<file path="src/rtl/vector_store_serializer_if.sv">
// Handshake bundle between the vector ALU and the serializer, and between
// the serializer and the data-memory write port.
interface vector_store_serializer_if #(
  parameter int LANES  = 4,
  parameter int LANE_W = 32,
  parameter int ADDR_W = 32
);
  logic                    vec_valid;
  logic                    vec_ready;
  logic [LANES*LANE_W-1:0] vec_data;
  logic [ADDR_W-1:0]       vec_addr;
  logic [LANES-1:0]        lane_mask;
  logic                    mem_we;
  logic [ADDR_W-1:0]       mem_addr;
  logic [LANE_W-1:0]       mem_wdata;
  logic                    mem_ack;
  logic                    busy;
  logic                    done;

  // Serializer side.
  modport slave (
    input  vec_valid, vec_data, vec_addr, lane_mask, mem_ack,
    output vec_ready, mem_we, mem_addr, mem_wdata, busy, done
  );

  // Upstream pipeline plus memory side.
  modport master (
    output vec_valid, vec_data, vec_addr, lane_mask, mem_ack,
    input  vec_ready, mem_we, mem_addr, mem_wdata, busy, done
  );
endinterface

</file>
<file path="src/rtl/vector_store_serializer.sv">
// Serializes a captured LANES x LANE_W vector into masked word stores,
// lowest lane first, holding each store until the memory acknowledges it.
module vector_store_serializer #(
  parameter int LANES  = 4,
  parameter int LANE_W = 32,
  parameter int ADDR_W = 32
) (
  input  logic                        clk,
  input  logic                        rst,
  vector_store_serializer_if.slave    bus
);
  localparam int LW = (LANES > 1) ? $clog2(LANES) : 1;

  typedef enum logic {S_IDLE, S_WRITE} state_t;

  state_t                  r_state, w_state_nxt;
  logic [LANES*LANE_W-1:0] r_data;
  logic [ADDR_W-1:0]       r_base;
  logic [LANES-1:0]        r_pend, w_pend_nxt;
  logic                    r_done, w_done_nxt;
  logic                    w_accept;
  logic [LW-1:0]           w_lane;
  logic                    w_found;
  logic [LANES-1:0]        w_lane_bit;
  logic                    w_last;

  // r_pend holds the lanes still to be written; the current lane is its lowest set bit.
  always_comb begin
    w_lane  = '0;
    w_found = 1'b0;
    for (int unsigned i = 0; i < LANES; i++) begin
      if (r_pend[i] && !w_found) begin
        w_lane  = i[LW-1:0];
        w_found = 1'b1;
      end
    end
  end

  assign w_lane_bit = LANES'(1) << w_lane;
  assign w_last     = (r_pend & ~w_lane_bit) == '0;

  always_ff @(posedge clk) begin
    if (rst) r_state <= S_IDLE;
    else     r_state <= w_state_nxt;
  end

  always_comb begin
    w_state_nxt   = r_state;
    w_pend_nxt    = r_pend;
    w_done_nxt    = 1'b0;
    w_accept      = 1'b0;
    bus.vec_ready = 1'b0;
    bus.mem_we    = 1'b0;
    bus.busy      = 1'b0;
    case (r_state)
      S_IDLE: begin
        bus.vec_ready = ~rst;
        w_accept      = bus.vec_valid & ~rst;
        if (w_accept) begin
          w_pend_nxt = bus.lane_mask;
          if (bus.lane_mask != '0) w_state_nxt = S_WRITE;
          else                     w_done_nxt  = 1'b1;
        end
      end
      S_WRITE: begin
        bus.mem_we = 1'b1;
        bus.busy   = 1'b1;
        if (bus.mem_ack) begin
          w_pend_nxt = r_pend & ~w_lane_bit;
          if (w_last) begin
            w_state_nxt = S_IDLE;
            w_done_nxt  = 1'b1;
          end
        end
      end
      default: w_state_nxt = S_IDLE;
    endcase
  end

  always_ff @(posedge clk) begin
    if (rst) begin
      r_pend <= '0;
      r_done <= 1'b0;
      r_data <= '0;
      r_base <= '0;
    end else begin
      r_pend <= w_pend_nxt;
      r_done <= w_done_nxt;
      if (w_accept) begin
        r_data <= bus.vec_data;
        r_base <= bus.vec_addr;
      end
    end
  end

  // Address adds wrap naturally at ADDR_W bits.
  assign bus.mem_addr  = (r_state == S_WRITE) ? r_base + ADDR_W'({w_lane, 2'b00}) : '0;
  assign bus.mem_wdata = (r_state == S_WRITE) ? r_data[w_lane*LANE_W +: LANE_W] : '0;
  assign bus.done      = r_done;
endmodule

</file>
<file path="src/flat_wrapper.sv">
// flat-port wrapper written by rule: the top's interface ports become plain ports
module vector_store_serializer_flat 
#(
  parameter int LANES  = 4,
  parameter int LANE_W = 32,
  parameter int ADDR_W = 32
)
  (clk, rst, bus_vec_valid, bus_vec_data, bus_vec_addr, bus_lane_mask, bus_mem_ack, bus_vec_ready, bus_mem_we, bus_mem_addr, bus_mem_wdata, bus_busy, bus_done);
  vector_store_serializer_if #(.LANES(LANES), .LANE_W(LANE_W), .ADDR_W(ADDR_W)) bus_i ();
  input  logic clk;
  input  logic rst;
  input wire logic [$bits(bus_i.vec_valid)-1:0] bus_vec_valid;
  input wire logic [$bits(bus_i.vec_data)-1:0] bus_vec_data;
  input wire logic [$bits(bus_i.vec_addr)-1:0] bus_vec_addr;
  input wire logic [$bits(bus_i.lane_mask)-1:0] bus_lane_mask;
  input wire logic [$bits(bus_i.mem_ack)-1:0] bus_mem_ack;
  output wire logic [$bits(bus_i.vec_ready)-1:0] bus_vec_ready;
  output wire logic [$bits(bus_i.mem_we)-1:0] bus_mem_we;
  output wire logic [$bits(bus_i.mem_addr)-1:0] bus_mem_addr;
  output wire logic [$bits(bus_i.mem_wdata)-1:0] bus_mem_wdata;
  output wire logic [$bits(bus_i.busy)-1:0] bus_busy;
  output wire logic [$bits(bus_i.done)-1:0] bus_done;
  assign bus_i.vec_valid = bus_vec_valid;
  assign bus_i.vec_data = bus_vec_data;
  assign bus_i.vec_addr = bus_vec_addr;
  assign bus_i.lane_mask = bus_lane_mask;
  assign bus_i.mem_ack = bus_mem_ack;
  assign bus_vec_ready = bus_i.vec_ready;
  assign bus_mem_we = bus_i.mem_we;
  assign bus_mem_addr = bus_i.mem_addr;
  assign bus_mem_wdata = bus_i.mem_wdata;
  assign bus_busy = bus_i.busy;
  assign bus_done = bus_i.done;
  vector_store_serializer #(.LANES(LANES), .LANE_W(LANE_W), .ADDR_W(ADDR_W)) u_core (.clk(clk), .rst(rst), .bus(bus_i));
endmodule
</file>
<file path="config.mk">
export PLATFORM = sky130hd
export DESIGN_NAME = vector_store_serializer_flat
export DESIGN_NICKNAME = d
export VERILOG_FILES = /design/src/rtl/vector_store_serializer_if.sv /design/src/rtl/vector_store_serializer.sv /design/src/flat_wrapper.sv
export SDC_FILE = /design/constraint.sdc
export NUM_CORES = 1
export LEC_CHECK = 0
export ABC_AREA = 1
export BUFFER_PORTS_ARGS = -buffer_cell sky130_fd_sc_hd__buf_2
export CELL_PAD_IN_SITES_DETAIL_PLACEMENT = 0
export CELL_PAD_IN_SITES_GLOBAL_PLACEMENT = 1
export CORE_MARGIN = 4
export CORE_UTILIZATION = 33
export CTS_CLUSTER_SIZE = 24
export DETAILED_ROUTE_END_ITERATION = 6
export GPL_TIMING_DRIVEN = 0
export HOLD_SLACK_MARGIN = 0.12
export PLACE_DENSITY = 0.78
export SYNTH_ARGS = -nofsm -noshare
export SYNTH_HDL_FRONTEND = slang
export SYNTH_SLANG_ARGS = --single-unit
</file>
<file path="constraint.sdc">
create_clock -name clk -period 2.5 [get_ports clk]
set_clock_uncertainty 0.15 [all_clocks]
set_input_delay 0.375 -clock clk [delete_from_list [all_inputs] [get_ports clk]]
set_output_delay 0.375 -clock clk [all_outputs]
set_load 0.01 [all_outputs]
</file>
## Yosys cells after proc, flatten, opt, wreduce, memory -nomap -nowiden

Index checks and enable logic that the tools add are counted.

- Bits in registers: 166
- Input port bits: 168
- Output and inout bits: 68

- $add $sub $neg: 1
- Eq/ne operators: 2
- Shift-type cells: 2
- Mux-type cells: 24
- Bitwise logic cells: 5
- Reduce and logical (&&, ||, !) cells: 9

Operators by type and width:

| cell | number |
|---|---|
| $shiftx A128 B8 Y32 | 1 |
| $mux W32 | 2 |
| $add A32 B4 Y32 | 1 |
| $mux W1 | 15 |
| $mux W4 | 2 |
| $pmux W4 S2 | 1 |
| $and A4 B4 Y4 | 1 |
| $logic_not A4 Y1 | 1 |
| $mux W2 | 2 |
| $not A4 Y4 | 1 |
| $pmux W1 S2 | 2 |
| $reduce_bool A4 Y1 | 1 |
| $shl A1 B2 Y4 const A | 1 |
| $logic_and A1 B1 Y1 | 3 |
| $logic_not A1 Y1 | 3 |
| $ne A2 B1 Y1 const B | 1 |
| $ne A2 B2 Y1 const B | 1 |
| $not A1 Y1 | 2 |
| $reduce_and A2 Y1 | 1 |
| $and A1 B1 Y1 | 1 |

## Logic depth before layout (Yosys ltp)

Gate-level depths: netlist (run 1).

- Word-level depth: 17
- Gate-level depth with buffers: 15

## Worst setup path before layout (run 1)

OpenSTA, ideal clock, no wires.

- Path kind: register to output
- From: register u_core.r_pend[1]
- To: output port bus_mem_addr[30]
- Arrival time: 2201 ps
- Required time: 1975 ps
- Setup slack: -226 ps
- Cell stages (with the launch flop): 15
- Cell sequence: dfxtp_1 -> nand2_1 -> buf_6 -> buf_2 -> nand2_1 -> ha_1 -> inv_1 -> fa_1 -> nor2_2 -> nand2_1 -> nor2_2 -> nand2_1 -> nand2_1 -> nand2_1 -> nor2_1

- Word-level cells in the longest chain between the ends: 10
- Elaborated cells between the ends (all ways): 12

Ends and longest elaborated chain:

| element | RTL line | text |
|---|---|---|
| from (decl) | vector_store_serializer.sv:19 | `logic [LANES-1:0] r_pend, w_pend_nxt;` |
| from (signal assigned) | vector_store_serializer.sv:87 | `r_pend <= w_pend_nxt;` |
| $logic_and A1 B1 Y1 * | vector_store_serializer.sv:32 | `if (r_pend[i] && !w_found) begin` |
| $mux W1 | vector_store_serializer.sv:32 |  |
| $logic_not A1 Y1 | vector_store_serializer.sv:32 |  |
| $logic_and A1 B1 Y1 | vector_store_serializer.sv:32 |  |
| $mux W1 | vector_store_serializer.sv:32 |  |
| $logic_not A1 Y1 | vector_store_serializer.sv:32 |  |
| $logic_and A1 B1 Y1 | vector_store_serializer.sv:32 |  |
| $mux W2 * | vector_store_serializer.sv:32 |  |
| $add A32 B4 Y32 * | vector_store_serializer.sv:97 | `assign bus.mem_addr = (r_state == S_WRITE) ? r_base + ADDR_W'({w_lane, 2'b00}) : '0;` |
| $mux W32 * | vector_store_serializer.sv:97 |  |
| to (decl) | flat_wrapper.sv:19 | `output wire logic [$bits(bus_i.mem_addr)-1:0] bus_mem_addr;` |

Every way passes the cells marked *; elsewhere a longest branch is shown, timed or not.

## Worst setup path after layout (run 1)

- From: register u_core.r_pend[1]
- To: output port bus_mem_addr[6]

The elaborated chain is that of the path after synthesis.

==> results of run 1 <==
[worst paths after layout]
kind,endpoint,slack (ns),cells past startpoint
worst min register to register,u_core.r_data[123]$_SDFFE_PP0P_,0.30,2
worst max register to register,u_core.r_pend[0]$_SDFFE_PP0P_,0.35,8
worst min-delay path,u_core.r_data[126]$_SDFFE_PP0P_,0.15,3
worst max-delay path,bus_mem_addr[6],-0.69,16
[metal layers]
metal	vias to the layer above	wire (um)	track usage [%]
li1	4695	-	-
met1	4211	13900	30.0
met2	314	15100	38.4
met3	45	1980	4.24
met4	0	706	7.41
met5	-	0	0
[synthesized netlist by cell type (2+ instances only)]
library cell and number:
clkbuf_2 3, nand4_1 3, nor2_4 4, o21ai_0 89, buf_2 32, a21oi_1 161
inv_2 2, ha_1 2, inv_1 136, a31oi_1 3, o21ai_2 3, nand3_1 94
buf_1 2, nand3b_1 2, nor2_1 129, buf_4 4, nor2_2 10, clkbuf_1 17
nand2_2 4, o21ai_1 40, nand2_1 196, o22ai_2 20, dfxtp_1 166, buf_6 17
o22ai_1 12
[critical path, cell delays in order (launching register included)]
cell     delay (ns)
dfxtp_4        0.36
nor2_4         0.14
nand3_4        0.08
buf_8          0.13
nand2_4        0.05
ha_4           0.14
inv_4          0.04
fa_2           0.39
nor2_4         0.18
buf_4          0.14
buf_6          0.08
buf_6          0.08
buf_6          0.08
inv_2          0.03
o21ai_2        0.12
a21oi_2        0.04
buf_2          0.13
[where the power goes]
group,internal [mW],switching (mW)
combinational,0.664,0.764
clock,1.44,1.29
sequential,2.84,0.106
total,4.94,2.16
[per-stage QoR]
| step | cells | setup TNS [ns] | utilization (%) | setup slack (ns) |
|---|---|---|---|---|
| after floorplan | 1161 | -0.00574 | - | -0.00574 |
| after global placement | 1720 | -9.54 | 40.3 | -0.560 |
| after detailed placement | 1720 | -9.65 | 40.3 | -0.559 |
| after CTS | 1936 | -17.60 | 51.9 | -0.715 |
| after global routing | 1946 | -20.61 | 52.8 | -0.806 |
| final | 1946 | -15.80 | 52.8 | -0.688 |
[flip-flops by register name (all words and copies together) (netlist names)]
register,cells
u_core.r_base,32
u_core.r_data,128
u_core.bus.done,1
u_core.r_pend,4
u_core.r_state,1
[kinds of logic (layout without fill, tap and decap cells)]
kind of cell    count (synthesis)  in the layout  synth area share [%]
flops                         166            166                  40.9
xor+xnor                        1              1                 0.108
buf+inv                       215            676                  12.4
fa+ha+maj                       3              3                 0.555
simple gates                  447            447                  23.4
compound gates                329            329                  22.6
[area by class of cell]
class                           instances  area [um2]  share of cell area (%)
Clock buffer                           17         425                    3.32
Multi-Input combinational cell        780        4210                    32.9
Inverter                              139         532                    4.15
Sequential cell                       166        3340                    26.1
Timing Repair Buffer                  430        3140                    24.6
Buffer                                 75         572                    4.47
Clock inverter                         15         179                    1.40
Tap cell                              324         405                    3.17
[what timing repair did]
action                                 in CTS  in global routing
gates cloned                                3                  0
endpoints found under the hold margin     162                  0
gates resized for setup                   102                 49
setup endpoints to repair                  58                 60
pin swaps                                  36                 32
hold buffers                              161                  0
buffers inserted                           21                 12
==> metrics.txt, run 1 <==
WP data arrival=around 2.7 ns; Setup violations, final=36; maximum vdd ir drop=0.294 mV; TritonCTS clock tree=done; final wirelength=31.7 mm; Syn Area/Cell=approximately 7 um2; Cells after Synth=approximately 1200; Detail Route Antenna Nets=0; #FFs+latches synth=~170; H-tree depth=4; commonest non-fill, non-tap cell in the layout=buf_2; worst hold path type=in -> reg; clock latency on the worst-skew pair=~0.44 ns; relative slew slack=between 60% and 70%; chip width=165 um; Clock Tree Root=clkbuf_16; RSZ-0062 raised after global routing=yes; Synth top area share=between 40% and 50%; final setup margin=-0.688 ns; synth top area cells=dfxtp_1 (41%), a21oi_1 (9.9%), nand2_1 (9.1%); share of cells above drive strength 1=a little under a third; startpoint types=flip-flop; GR Util All Layers=23.0%; die area=approximately 27000 um2; number of diodes=0; Crit Path Class=reg -> out; gpl congestion=0.895; critical path required time=just under 2 ns; Pwr per Cell Area=~550 nW/um2; height of the die=between 150 and 200 um; largest net degree at the start of global routing=19; Async SR Flop Fraction=0%; Yosys warnings=0; worst-margin pin slew=0.594 ns; leading area contributor after synthesis=dfxtp_1; Reg clk slew, reported paths=0.07 ns; Tot Pwr=7.10 mW; most frequent cells in the layout=buf_2 (258), nand2_1 (177), dlygate4sd3_1 (161), dfxtp_1 (161), a21oi_1 (141); Vias=roughly 9300; max-cap viol count=0; Critical R2R Launch=u_core.r_state$_SDFF_PP0_; 1st-pass router iterations=5; placed cell area=between 9000 and 10000 um2; first-pass GRT wire length=just under 50 mm; dominant synthesized flop cell=dfxtp_1; sequential-to-total area share from yosys stat=between 40% and 50%; final hold viol count=0; wire length per cell=16.3 um; Area Growth Syn to Fin=57.7%; antenna violations before repair=0; Sinks on Clock Net=around 170; vias in the first global route=~9100; Max Clock Freq=314 MHz; crit path from=u_core.r_pend[1]$_SDFFE_PP0P_; Pins Over Slew Limit=0; fill count=2404; leakage power=5.43 nW; Iter 0 DRT Violations=581; FP Rows=57; Post-route DRC=0; Total Nets Final=around 1800; mapped cell area=between 8000 and 9000 um2; final worst path period share=128%; status=finished with violations; Crit Path Max Fanout=4; Inserted Clock Buffers=17; Port Buf Inserts=roughly 240; Initial Util=around 33%; Distinct cells, synth=35; syn_nets=about 1300; Via density=approximately 4.8; Boundary Pins=236; EDFF count, synth=0; Critical Path End Type=primary output; Detailed Place HPWL=about 23 mm; post-route minimum period=3.19 ns; gr ovfl total=0; final instance area=between 10000 and 15000 um2; maximum clock path buffer count=2; core footprint=approximately 24000 um2; hold_sp=bus_vec_data[126]; violated checks=setup timing; Hold WS=about 0.15 ns
(Power assumes the default switching activity.)
==> run 2, diff against run 1 <==
--- a/config.mk
+++ b/config.mk
@@ -10,12 +10,12 @@
 export CELL_PAD_IN_SITES_DETAIL_PLACEMENT = 0
 export CELL_PAD_IN_SITES_GLOBAL_PLACEMENT = 1
 export CORE_MARGIN = 4
-export CORE_UTILIZATION = 33
+export CORE_UTILIZATION = 36
 export CTS_CLUSTER_SIZE = 24
 export DETAILED_ROUTE_END_ITERATION = 6
 export GPL_TIMING_DRIVEN = 0
 export HOLD_SLACK_MARGIN = 0.12
-export PLACE_DENSITY = 0.78
+export PLACE_DENSITY = 0.8
 export SYNTH_ARGS = -nofsm -noshare
 export SYNTH_HDL_FRONTEND = slang
 export SYNTH_SLANG_ARGS = --single-unit
==> constraint.sdc (replaced) <==
create_clock -name clk -period 3 [get_ports clk]
set_clock_uncertainty 0.15 [all_clocks]
set_input_delay 0.45 -clock clk [delete_from_list [all_inputs] [get_ports clk]]
set_output_delay 0.45 -clock clk [all_outputs]
set_load 0.01 [all_outputs]
==> metrics.txt, run 2 (same netlist as run 1, synthesis figures left out) <==
status=finished with violations; violated checks=setup timing; Boundary Pins=236 (unchanged); Pins Over Slew Limit=0 (unchanged); Reg clk slew, reported paths=0.07 ns (about the same); Top Registers=u_core.r_data (128), u_core.r_base (32), u_core.r_pend (4); leakage power=4.72 nW (-13%); Pwr per Cell Area=516 nW/um2 (-7.1%); post-layout util=50.0% (-2.8 points); post-route minimum period=between 3 and 4 ns; Top reg by flops=u_core.r_data; placed cell area=9640 um2 (-1.3%); max-cap viol count=0 (unchanged); Sinks on Clock Net=166 (unchanged); NetSw=1.72 mW (-20%); maximum vdd ir drop=0.317 mV (+7.7%); Sw Ratio=30.3% (-0.14 points); die area=25000 um2 (-7.9%); Iter 0 DRT Violations=461 (-21%); FP Rows=54 (-5.3%); Crit Path Max Fanout=7 (+3); Detail Route Antenna Nets=0 (unchanged); vias in the first global route=8241 (-9.0%); Clock Tree Root=clkbuf_16; antenna violations before repair=7 (+7); final wirelength=29.4 mm (-7.3%); height of the die=158 um (-4.0%); Critical Path End Type=primary output; final hold viol count=0 (unchanged); CP top delay family=simple AND/OR/NAND/NOR gates; Total Nets Final=1645 (-7.6%); final cell count without fillers=1767 (-9.2%); Setup violations, final=14 (-61%); final instance area=11000 um2 (-14%); 1st-pass router iterations=5 (unchanged); final worst path period share=105%; worst slack, placed=-0.381 ns (+0.178 ns); gr ovfl total=0 (unchanged); crit path from=u_core.r_pend[0]$_SDFFE_PP0P_; Combinational Power Share=16.8% (-3.3 points); Critical R2R Launch=u_core.r_state$_SDFF_PP0_; most frequent cells in the layout=buf_2 (264), nand2_1 (188), dfxtp_1 (163), a21oi_1 (160), inv_1 (131); CP max-delay cell=fa_2; Flop pwr share=43.2% (+1.7 points); first-pass GRT wire length=44.0 mm (-8.5%); startpoint types=flip-flop; TritonCTS clock tree=done; worst hold path type=in -> reg; commonest non-fill, non-tap cell in the layout=buf_2; largest net degree at the start of global routing=19 (unchanged); Clock power frac=40.0% (+1.6 points); relative slew slack=56.9% (-3.5 points); Crit Path Class=reg -> out; crit path cell chain=nor2_4 -> buf_4 -> o21ai_4 -> buf_8 -> fa_2 -> nor2_4 -> nand2_4 -> nor3_4 -> nor2_1 -> nor2_1 -> buf_2; Area Growth Syn to Fin=35.6%; Power Internal=3.95 mW (-20%); Via density=4.89 (+2.7%); final setup margin=-0.146 ns (+0.542 ns); number of diodes=0 (unchanged); RSZ-0062 raised after global routing=yes; maximum clock path buffer count=2 (unchanged); clock latency on the worst-skew pair=0.43 ns (about the same); WP data arrival=2.55 ns (-0.11 ns); Max Clock Freq=318 MHz; core footprint=22000 um2 (-9.2%); dpl cells=1676 (-2.6%); Detailed Place HPWL=22.0 mm (-2.7%); Port Buf Inserts=235 (unchanged); Post-route DRC=0 (unchanged); Initial Util=36.8% (+3.4 points); worst-margin pin slew=0.646 ns (+0.0524 ns); critical path required time=2.40 ns (+0.42 ns); gpl congestion=0.898 (+0.44%); Vias=8638 (-6.8%); Crit path buffers/inverters=3 (-5); H-tree depth=4 (unchanged); Tot Pwr=5.67 mW (-20%); share of cells above drive strength 1=27.6% (-2.4 points); Inserted Clock Buffers=17 (unchanged); GR Util All Layers=22.9% (-0.11 points); Largest stage delay, worst path=0.40 ns (about the same); max reg flops=128 (unchanged); chip width=158 um (-4.0%); wire length per cell=16.6 um (+2.1%); hold_sp=bus_vec_data[76]
-- run 2: path summary, 6_finish.rpt --
kind                                           to  slack [ns]  cells past startpoint
setup / recovery                 bus_mem_addr[16]       -0.15                     11
hold / removal     u_core.r_data[76]$_SDFFE_PP0P_        0.13                      3
setup reg to reg   u_core.r_data[32]$_SDFFE_PP0P_        1.18                      6
hold reg to reg   u_core.r_data[117]$_SDFFE_PP0P_        0.30                      2
-- run 2: worst reg2reg max path: cells and delay by family (launching register included) --
family          cells  cell delay (ns)
buf+inv             2             0.61
flops               1             0.39
compound gates      2             0.36
simple gates        2             0.25
-- run 2: layer usage --
metal	vias to the layer above	routed length, um	global-route usage [%]
li1	4406	-	-
met1	3909	13100	30.2
met2	271	13700	37.8
met3	38	2070	5.93
met4	14	437	5.00
met5	-	86	0
-- run 2: final cells by class --
| type | count | area (um2) |
|---|---|---|
| Fill cell | 2317 | 11000 |
| Multi-Input combinational cell | 780 | 3940 |
| Sequential cell | 166 | 3330 |
| Timing Repair Buffer | 296 | 1750 |
| Inverter | 139 | 529 |
| Buffer | 74 | 492 |
| Clock buffer | 17 | 425 |
| Tap cell | 280 | 350 |
| Clock inverter | 15 | 184 |
-- run 2: power by group through the flow --
stage	clock network (mW)	logic (mW)	registers (mW)
finish	2.27	0.953	2.45
global route	2.38	1.06	2.47
CTS	2.30	0.941	2.45
detailed placement	0	0.859	2.50
global placement	0	0.850	2.49
floorplan	0	0.531	2.48
-- run 2: timing repair --
item	4_1_cts	5_1_grt
pin swaps	11	15
buffers inserted	7	9
hold buffers	45	0
resized for setup	41	15
gates cloned	0	0
endpoints found under the hold margin	45	0
setup endpoints to repair	29	28
-- run 2: per-stage QoR --
stage | hold slack (ns) | TNS (ns)
final | 0.130 | -1.29
after global routing | 0.121 | -3.89
after CTS | 0.121 | -4.34
after detailed placement | 0.294 | -3.82
after global placement | 0.289 | -3.48
after floorplan | 0.280 | 0
==> run 3, diff against run 2 <==
--- a/config.mk
+++ b/config.mk
@@ -5,8 +5,8 @@
 export SDC_FILE = /design/constraint.sdc
 export NUM_CORES = 1
 export LEC_CHECK = 0
-export ABC_AREA = 1
 export BUFFER_PORTS_ARGS = -buffer_cell sky130_fd_sc_hd__buf_2
+export CAP_MARGIN = 15
 export CELL_PAD_IN_SITES_DETAIL_PLACEMENT = 0
 export CELL_PAD_IN_SITES_GLOBAL_PLACEMENT = 1
 export CORE_MARGIN = 4
@@ -15,7 +15,7 @@
 export DETAILED_ROUTE_END_ITERATION = 6
 export GPL_TIMING_DRIVEN = 0
 export HOLD_SLACK_MARGIN = 0.12
-export PLACE_DENSITY = 0.8
+export PLACE_DENSITY = 0.81
 export SYNTH_ARGS = -nofsm -noshare
 export SYNTH_HDL_FRONTEND = slang
 export SYNTH_SLANG_ARGS = --single-unit
==> metrics.txt, run 3 <==
status=finished with violations; violated checks=DRC, setup timing; CP top delay family=simple AND/OR/NAND/NOR gates; GR Util All Layers=24.8% (+2.0 points); Sinks on Clock Net=166 (unchanged); height of the die=150 um (-5.0%); startpoint types=flip-flop; final wirelength=28.9 mm (-1.8%); maximum clock path buffer count=2 (unchanged); Clock power frac=38.4% (-1.6 points); Distinct cells, synth=44 (+26%); Top reg by flops=u_core.r_data; 1st-pass router iterations=7 (+2); syn_nets=1158 (-13%); Port Buf Inserts=235 (unchanged); Crit Path Class=reg -> out; Iter 0 DRT Violations=535 (+16%); Detailed Place HPWL=20.0 mm (-8.9%); relative slew slack=43.6% (-13 points); largest net degree at the start of global routing=17 (-2); post-route minimum period=3.72 ns (+0.570 ns); Max Clock Freq=269 MHz (-15%); Syn Area/Cell=7.38 um2 (+5.5%); first-pass GRT wire length=43.8 mm (-0.64%); EDFF count, synth=0 (unchanged); Top Registers=u_core.r_data (128), u_core.r_base (32), u_core.r_pend (4); WP data arrival=3.12 ns (+0.57 ns); #FFs+latches synth=166 (unchanged); Crit Path Max Fanout=6 (-1); Crit path buffers/inverters=2 (-1); Hold WS=0.132 ns (+0.00213 ns); leakage power=4.52 nW (-4.2%); Cells after Synth=987 (-15%); Inserted Clock Buffers=17 (unchanged); core footprint=19700 um2 (-11%); Total Nets Final=1578 (-4.1%); clock latency on the worst-skew pair=0.42 ns (about the same); Yosys warnings=0 (unchanged); antenna violations before repair=0 (-7); Synth top area share=45.6% (+4.7 points); Critical R2R Launch=u_core.r_state$_SDFF_PP0_; chip width=150 um (-5.0%); max reg flops=128 (unchanged); Flop pwr share=45.1% (+1.9 points); H-tree depth=4 (unchanged); Top Layer Used=met4; gr ovfl total=0 (unchanged); FP Rows=51 (-5.6%); worst hold path type=in -> reg; Pins Over Slew Limit=0 (unchanged); Largest stage delay, worst path=0.48 ns (+0.08 ns); crit path cell chain=nor4b_4 -> or2_4 -> ha_4 -> inv_4 -> fa_2 -> nand3b_1 -> or4_4 -> or3_4 -> a21oi_2 -> buf_2; leading area contributor after synthesis=dfxtp_1; RSZ-0062 raised after global routing=yes; gpl congestion=0.854 (-5.0%); final worst path period share=124% (+19 points); synth cell count leaders=nand2_1 (358), dfxtp_1 (166), o21ai_0 (161); vias in the first global route=8350 (+1.3%); final setup margin=-0.716 ns (-0.570 ns); Post-route DRC=2 (+2); Combinational Power Share=16.5% (-0.3 points); wire length per cell=17.1 um (+3.0%); final instance area=11300 um2 (+3.1%); Setup violations, final=53 (+39); mapped cell area=7280 um2 (-10%); fill count=1899 (-18%); Clock Tree Root=clkbuf_16; NetSw=1.59 mW (-7.6%); met1 WL=13.0 mm (-0.55%); Detail Route Antenna Nets=0 (unchanged); dominant synthesized flop cell=dfxtp_1; Initial Util=37.1% (+0.20 points); Power Internal=3.98 mW (+0.53%); Pwr per Cell Area=491 nW/um2 (-4.9%); TritonCTS clock tree=done; crit path from=u_core.r_pend[0]$_SDFFE_PP0P_; Reg clk slew, reported paths=0.07 ns (about the same); hold_sp=bus_vec_data[102]; top-count cell post-synth=nand2_1; maximum vdd ir drop=0.383 mV (+21%); Sw Ratio=28.5% (-1.8 points); Boundary Pins=236 (unchanged); commonest non-fill, non-tap cell in the layout=nand2_1; sequential-to-total area share from yosys stat=45.6% (+4.7 points); share of cells above drive strength 1=24.3% (-3.3 points); Via density=5.05 (+3.3%); Area Growth Syn to Fin=55.7%; Tot Pwr=5.56 mW (-1.9%); die area=22600 um2 (-9.8%); met3 routed WL=1.71 mm (-17%); Critical Path End Type=primary output; placed cell area=8930 um2 (-7.3%); Async SR Flop Fraction=0% (unchanged); max-cap viol count=0 (unchanged); Vias=8513 (-1.4%); synth top area cells=dfxtp_1 (46%), nand2_1 (18%), o21ai_0 (11%); final hold viol count=0 (unchanged); critical path required time=2.40 ns (about the same); CP max-delay cell=or4_4; WL met2=13.5 mm (-1.3%); most frequent cells in the layout=nand2_1 (357), buf_2 (236), dfxtp_1 (162), o21ai_0 (161), dlygate4sd3_1 (158); worst-margin pin slew=0.839 ns (+0.193 ns)
## run 3: cell count changes after synthesis, moves of 72 or more
cell and delta:
nand2_1 +162, o21ai_0 +72, inv_1 -126, nand3_1 -85, a21oi_1 -112, nor2_1 -109
## run 3: layer usage
| layer | global-route usage [%] | up-vias |
|---|---|---|
| met5 | 0 | - |
| met4 | 7.78 | 0 |
| met3 | 3.49 | 44 |
| met2 | 41.2 | 304 |
| met1 | 33.5 | 3943 |
| li1 | - | 4222 |
## run 3: layout make-up
| type | instances | area [um2] | share of cell area, % |
|---|---|---|---|
| diodes | 1 | 2.50 | 0.0221 |
| plain buffers | 78 | 329 | 2.90 |
| clock buffers | 18 | 439 | 3.87 |
| clock inverters | 13 | 125 | 1.10 |
| inverters | 11 | 43.8 | 0.386 |
| multi-input cells | 726 | 3870 | 34.1 |
| flip-flops and latches | 166 | 3330 | 29.4 |
| well taps | 265 | 332 | 2.92 |
| repair buffers | 407 | 2870 | 25.3 |
## run 3: final timing paths
kind / endpoint / slack [ns] / cells after the start
max: bus_mem_addr[22] / -0.72 / 10
min reg2reg: u_core.r_base[1]$_SDFFE_PP0P_ / 0.31 / 2
min: u_core.r_data[102]$_SDFFE_PP0P_ / 0.13 / 3
max reg2reg: u_core.r_data[93]$_SDFFE_PP0P_ / 0.54 / 6
## run 3: cells by family after synthesis
logic type               Yosys count  synth area share, %
adder cells (fa/ha/maj)            4                0.756
multiplexers                       3                0.447
AND/OR/NAND/NOR                  438                 25.1
flip-flops                       166                 45.6
buffers and inverters             95                 4.98
XOR/XNOR                          12                 1.44
AO/OA/AOI/OAI                    269                 21.7
## run 3: what timing repair did
| action | in CTS | in global routing |
|---|---|---|
| pin swaps | 14 | 14 |
| setup endpoints to repair | 59 | 132 |
| hold buffers | 158 | 0 |
| resized for setup | 24 | 29 |
| endpoints found under the hold margin | 158 | 0 |
| buffers inserted | 13 | 6 |
## run 3: stage by stage
step	setup slack [ns]	TNS (ns)	std cells	util (%)
6_report	-0.716	-15.18	1685	57.7
5_1_grt	-0.834	-22.20	1684	57.7
4_1_cts	-0.980	-21.97	1687	57.4
3_5_place_dp	-0.804	-11.13	1487	45.5
3_3_place_gp	-0.810	-10.97	1487	45.5
2_1_floorplan	-0.346	-1.56	987	-
## run 3: power groups by stage
stage	combinational, mW	sequential [mW]	clock [mW]
floorplan	0.414	2.51	0
detailed placement	0.734	2.54	0
global route	1.01	2.53	2.24
finish	0.919	2.51	2.14
global placement	0.728	2.54	0
CTS	0.910	2.50	2.16
## run 3: worst min-delay path, stage by stage
cell     delay [ns]
buf_2          0.08
nand2_1        0.05
o21ai_0        0.08
